`src/rtl/fsm_rr_detect_sched.sv`:
```
// Round-robin scheduler sharing one 2-bit Mealy detector among NCH serial channels.
// Optional per-channel saturating detection counters: define DETECT_COUNT_EN.
module fsm_rr_detect_sched #(
   parameter int NCH  = 4,
   parameter int IDW  = 2,
   parameter int CNTW = 8
) (
   input  logic             clk,
   input  logic             reset,
   input  logic [NCH-1:0]   req_valid,
   input  logic [NCH-1:0]   req_bit,
   output logic [NCH-1:0]   req_ready,
   input  logic [NCH-1:0]   ch_clear,
   output logic             det_valid,
   output logic [IDW-1:0]   det_ch,
   output logic             det_out,
   output logic [1:0]       det_state
`ifdef DETECT_COUNT_EN
   ,
   input  logic [IDW-1:0]   cnt_sel,
   output logic [CNTW-1:0]  cnt_rd
`endif
);

   if (NCH < 2 || IDW < $clog2(NCH) || CNTW < 1) begin : g_bad_cfg
      $error("fsm_rr_detect_sched: illegal parameters");
   end

   logic [1:0]     st_q [NCH];
   logic [1:0]     st_d [NCH];
   logic [IDW-1:0] ptr_q, ptr_d;
   logic           dv_q, dv_d;
   logic [IDW-1:0] ch_q, ch_d;
   logic           out_q, out_d;
   logic [1:0]     ds_q, ds_d;

   logic           gnt_vld;
   logic [IDW-1:0] gnt_id;
   logic           y1, y2, bin;
   logic           ny1, ny2, mout;
   int             idx;

   // Scan ptr, ptr+1, ... wrapping; first eligible channel wins.
   always_comb begin
      req_ready = '0;
      gnt_vld   = 1'b0;
      gnt_id    = '0;
      idx       = 0;
      for (int k = 0; k < NCH; k++) begin
         idx = int'(ptr_q) + k;
         if (idx >= NCH) idx = idx - NCH;
         for (int i = 0; i < NCH; i++) begin
            if (!gnt_vld && i == idx && req_valid[i] && !ch_clear[i]) begin
               gnt_vld      = 1'b1;
               gnt_id       = IDW'(i);
               req_ready[i] = 1'b1;
            end
         end
      end
   end

   always_comb begin
      y1  = 1'b0;
      y2  = 1'b0;
      bin = 1'b0;
      for (int i = 0; i < NCH; i++) begin
         if (req_ready[i]) begin
            {y1, y2} = st_q[i];
            bin      = req_bit[i];
         end
      end
      ny1  = ~y1 | (bin ^ y2);
      ny2  = bin;
      mout = (~y1 & y2 & ~bin) | (y1 & ~y2 & bin);
   end

   always_comb begin
      for (int i = 0; i < NCH; i++) begin
         st_d[i] = st_q[i];
         if (ch_clear[i])       st_d[i] = 2'b00;
         else if (req_ready[i]) st_d[i] = {ny1, ny2};
      end
      ptr_d = ptr_q;
      dv_d  = gnt_vld;
      ch_d  = ch_q;
      out_d = 1'b0;
      ds_d  = ds_q;
      if (gnt_vld) begin
         ptr_d = (gnt_id == IDW'(NCH - 1)) ? '0 : gnt_id + 1'b1;
         ch_d  = gnt_id;
         out_d = mout;
         ds_d  = {ny1, ny2};
      end
   end

   always_ff @(posedge clk or posedge reset) begin
      if (reset) begin
         for (int i = 0; i < NCH; i++) st_q[i] <= 2'b00;
         ptr_q <= '0;
         dv_q  <= 1'b0;
         ch_q  <= '0;
         out_q <= 1'b0;
         ds_q  <= 2'b00;
      end else begin
         for (int i = 0; i < NCH; i++) st_q[i] <= st_d[i];
         ptr_q <= ptr_d;
         dv_q  <= dv_d;
         ch_q  <= ch_d;
         out_q <= out_d;
         ds_q  <= ds_d;
      end
   end

   assign det_valid = dv_q;
   assign det_ch    = ch_q;
   assign det_out   = out_q;
   assign det_state = ds_q;

`ifdef DETECT_COUNT_EN
   logic [CNTW-1:0] cnt_q [NCH];

   // Saturate rather than wrap so a busy channel never reads back as quiet.
   always_ff @(posedge clk or posedge reset) begin
      if (reset) begin
         for (int i = 0; i < NCH; i++) cnt_q[i] <= '0;
      end else begin
         for (int i = 0; i < NCH; i++) begin
            if (ch_clear[i])
               cnt_q[i] <= '0;
            else if (req_ready[i] && mout && cnt_q[i] != '1)
               cnt_q[i] <= cnt_q[i] + 1'b1;
         end
      end
   end

   always_comb begin
      cnt_rd = '0;
      for (int i = 0; i < NCH; i++) begin
         if (cnt_sel == IDW'(i)) cnt_rd = cnt_q[i];
      end
   end
`endif

endmodule

```
`config.mk`:
```
export PLATFORM = sky130hd
export DESIGN_NAME = fsm_rr_detect_sched
export DESIGN_NICKNAME = d
export VERILOG_FILES = /design/src/rtl/fsm_rr_detect_sched.sv
export SDC_FILE = /design/constraint.sdc
export NUM_CORES = 1
export LEC_CHECK = 0
export BUFFER_PORTS_ARGS = -buffer_cell sky130_fd_sc_hd__buf_4
export CAP_MARGIN = 0
export CORE_UTILIZATION = 51
export DETAILED_ROUTE_END_ITERATION = 6
export PLACE_DENSITY = 0.84
export SYNTH_ARGS = -nofsm -noshare
export SYNTH_HDL_FRONTEND = slang
export SYNTH_SLANG_ARGS = --single-unit
```
`constraint.sdc`:
```
create_clock -name clk -period 2.5 [get_ports clk]
set_input_delay 0.25 -clock clk [delete_from_list [all_inputs] [get_ports clk]]
set_output_delay 0.25 -clock clk [all_outputs]
set_load 0.01 [all_outputs]
```
==> run_results.csv <==
group,metric,value,unit
cts,cts_setup_buffers,0,
worst_setup_path,crit_path_end_kind,"register",
final_layout,layout_commonest_cell,"buf_4",
pwr,p_leak,0.000557,µW
synth,synth_nets,121,
detailed_routing,vias_per_cell,5.58,
sta,grt_setup_unrepaired,"no",
cts,cts.repair.resized,0,
worst_setup_path,slowest_delay,0.48,ns
sta,maxSlewViolCount,0,
die,fp.dieH,46.0,µm
synth,synthMuxAreaShare,0,%
detailed_routing,vias,865,
synth,synthXorXnorAreaFrac,2.54,%
sta,timing.hold.ws,0.0216,ns
global_routing,grt_pass1_wl,3610,µm
synth,syn_avg_cell_area,9.30,µm²
place,place_congestion,0.843,
place,dp.final_hpwl,1790,µm
worst_setup_path,worstPathArrival,2.38,ns
detailed_routing,wl_per_cell,14.4,µm
global_routing,grt_usage,24.9,%
worst_setup_path,critPathLaunchType,"register",
sta,fin_crit_sh,89.3,%
pwr,power.density,717,nW/µm²
die,ioPinCount,24,
sta,fmax,448,MHz
die,die_w,46.0,µm
hold_path,min_path_type,"input pin to async pin",
synth,yosys.cell_types.count,40,
die,die_area,2110,µm²
final_layout,syn_to_final_growth,20.7,%
synth,synth_warnings,0,
detailed_routing,drtPass1Iterations,4,
job,maxCapViolations,0,
worst_setup_path,crit_required,2.64,ns
final_layout,fin_area,1190,µm²
detailed_routing,drc,0,
sta,worstMarginPinSlew,0.575,ns
status,outcome,"complete, no violations",
die,fp-row-count,15,
detailed_routing,totalWireLength,2230,µm
detailed_routing,drt_iter0_markers,23,
worst_setup_path,reg2reg_to,"st_q[5]$_DFFE_PP0P_",
die,core,1760,µm²
detailed_routing,ant_nets,0,
synth,synth_ff_type,"dfrtp_1",
worst_setup_path,path_class,"register to register",
cts,cts-htree-levels,1,
final_layout,final_util,67.4,%
sta,timing.slew.headroom,61.6,%
sta,setup_tns,0,ns
worst_setup_path,regToRegSetupSlack,0.27,ns
global_routing,gr-total-overflow,0,
final_layout,layout_common_cells,"buf_4, dfrtp_1, inv_1, nand2_1, a21oi_1",
die,initial_core_util,55.9,%
global_routing,antenna_found_initial,0,
cts,path_clk_slew,0.09,ns
final_layout,drive_gt1_share,30.0,%
sta,setup_viol,0,
global_routing,grt_pass1_vias,811,
sta,layout_setup_ws,0.269,ns
final_layout,fillers,157,
worst_setup_path,critical_path.cell_chain,"or3b_4 > a21oi_2 > or3_1 > inv_2 > a22oi_2 > o211ai_2 > xnor2_2 > a31oi_1",
synth,ys_seq_area_share,40.6,%
cts,clk_latency,0.28,ns
pwr,ir_drop,0.531,mV
synth,synth_compound_area_share,30.1,%
worst_setup_path,slowest_stage,"dfrtp_1",
synth,synth_top_family_by_area,"compound AO/OA/AOI/OAI gates",
final_layout,nNetsFinal,147,
place,place_area,1170,µm²
synth,syn_area,986,µm²
synth,synth-simple-area-share,19.0,%
worst_setup_path,startpoint,"ptr_q[1]$_DFFE_PP0P_",
cts,cts_max_path_buffers,2,
synth,ys_async_sr_fraction,100,%
sta,fin_worst_skew,0.00637,ns
cts,cts_root_buffer,"clkbuf_4",
place,pre_cts_slack,0.295,ns
synth,synthCells,106,
synth,synth_fa_ha_area_share,1.27,%
sta,min_period,2.23,ns
cts,clkSinkCount,16,
final_layout,num_antenna_cells,0,
worst_setup_path,timing.rr.start,"ptr_q[1]$_DFFE_PP0P_",
cts,cts_buffers,3,
synth,synth-edff-count,0,
place,io_buffers,23,
cts,cts_tree,"built",
cts,cts_hold_buf,0,
global_routing,grt_max_degree,17,
synth,ys_ff_latch,16,
worst_setup_path,worstPathMaxFanout,10,
worst_setup_path,ff2ff_path_depth,8,
sta,hold_viol,0,
-- worst max-delay path, delay by kind of cell (launching register included) --
kind                      cells  cell delay [ns]
AOI/OAI and AO/OA             4             0.61
buffers and inverters         1             0.09
DFF                           1             0.48
xor gates and xnor gates      1             0.24
and+or+nand+nor               2             0.68
-- registers in the layout (all words and copies together) (netlist names) --
register,cells
st_q,8
det_ch,2
det_state,2
ptr_q,2
det_out,1
det_valid,1
-- Yosys cell counts (2+ instances only) --
cell / number / share of area, %
a21oi_1: 10 / 5.1
a31oi_1: 3 / 1.9
and2b_1: 2 / 1.5
buf_6: 2 / 2.3
dfrtp_1: 16 / 41
inv_1: 10 / 3.8
nand2_1: 10 / 3.8
nand2b_1: 4 / 2.5
nor2_1: 5 / 1.9
nor2b_1: 2 / 1.3
o21a_1: 2 / 1.5
o21ai_0: 9 / 4.6
o22ai_1: 4 / 2.5
-- final cells by class --
| class | count | area (µm²) | share of cell area [%] |
|---|---|---|---|
| multi-input cells | 77 | 522 | 43.8 |
| clock buffers | 3 | 22.5 | 1.89 |
| repair buffers | 23 | 173 | 14.5 |
| inverters | 11 | 41.3 | 3.47 |
| flip-flops and latches | 16 | 400 | 33.6 |
| well taps | 25 | 31.3 | 2.63 |
-- stage by stage --
step	cells	power (µW)
2_1_floorplan	106	611
3_3_place_gp	152	714
3_5_place_dp	152	725
4_1_cts	155	855
5_1_grt	155	905
6_report	155	854
-- where the power goes --
part | total, µW | switching (µW) | internal (µW)
Combinational | 346 | 185 | 162
Sequential | 376 | 56.6 | 320
Clock | 131 | 75.2 | 56.0
-- routing by layer --
metal / up-vias / wire length, µm / GRT usage, %
li1: 431 / - / -
met1: 399 / 959 / 33.0
met2: 30 / 1130 / 40.3
met3: 5 / 95 / 1.19
met4: 0 / 40 / 14.1
met5: - / 0 / 0
-- how the worst max path moves through the flow --
stage | to | slack (ns)
detailed placement | st_q[5]$_DFFE_PP0P_ | 0.30
global route | st_q[5]$_DFFE_PP0P_ | 0.15
finish | st_q[5]$_DFFE_PP0P_ | 0.27
CTS | st_q[5]$_DFFE_PP0P_ | 0.29
global placement | ptr_q[1]$_DFFE_PP0P_ | 0.36
floorplan | ptr_q[1]$_DFFE_PP0P_ | 0.43
-- cell families (layout without fill, tap and decap cells) --
group | Yosys count | after routing
buffers and inverters | 13 | 37
DFF | 16 | 16
AOI/OAI and AO/OA | 41 | 41
xor gates and xnor gates | 2 | 2
and+or+nand+nor | 33 | 33
adders and majority gates | 1 | 1
Note: power is estimated with default switching activity, not from simulation.
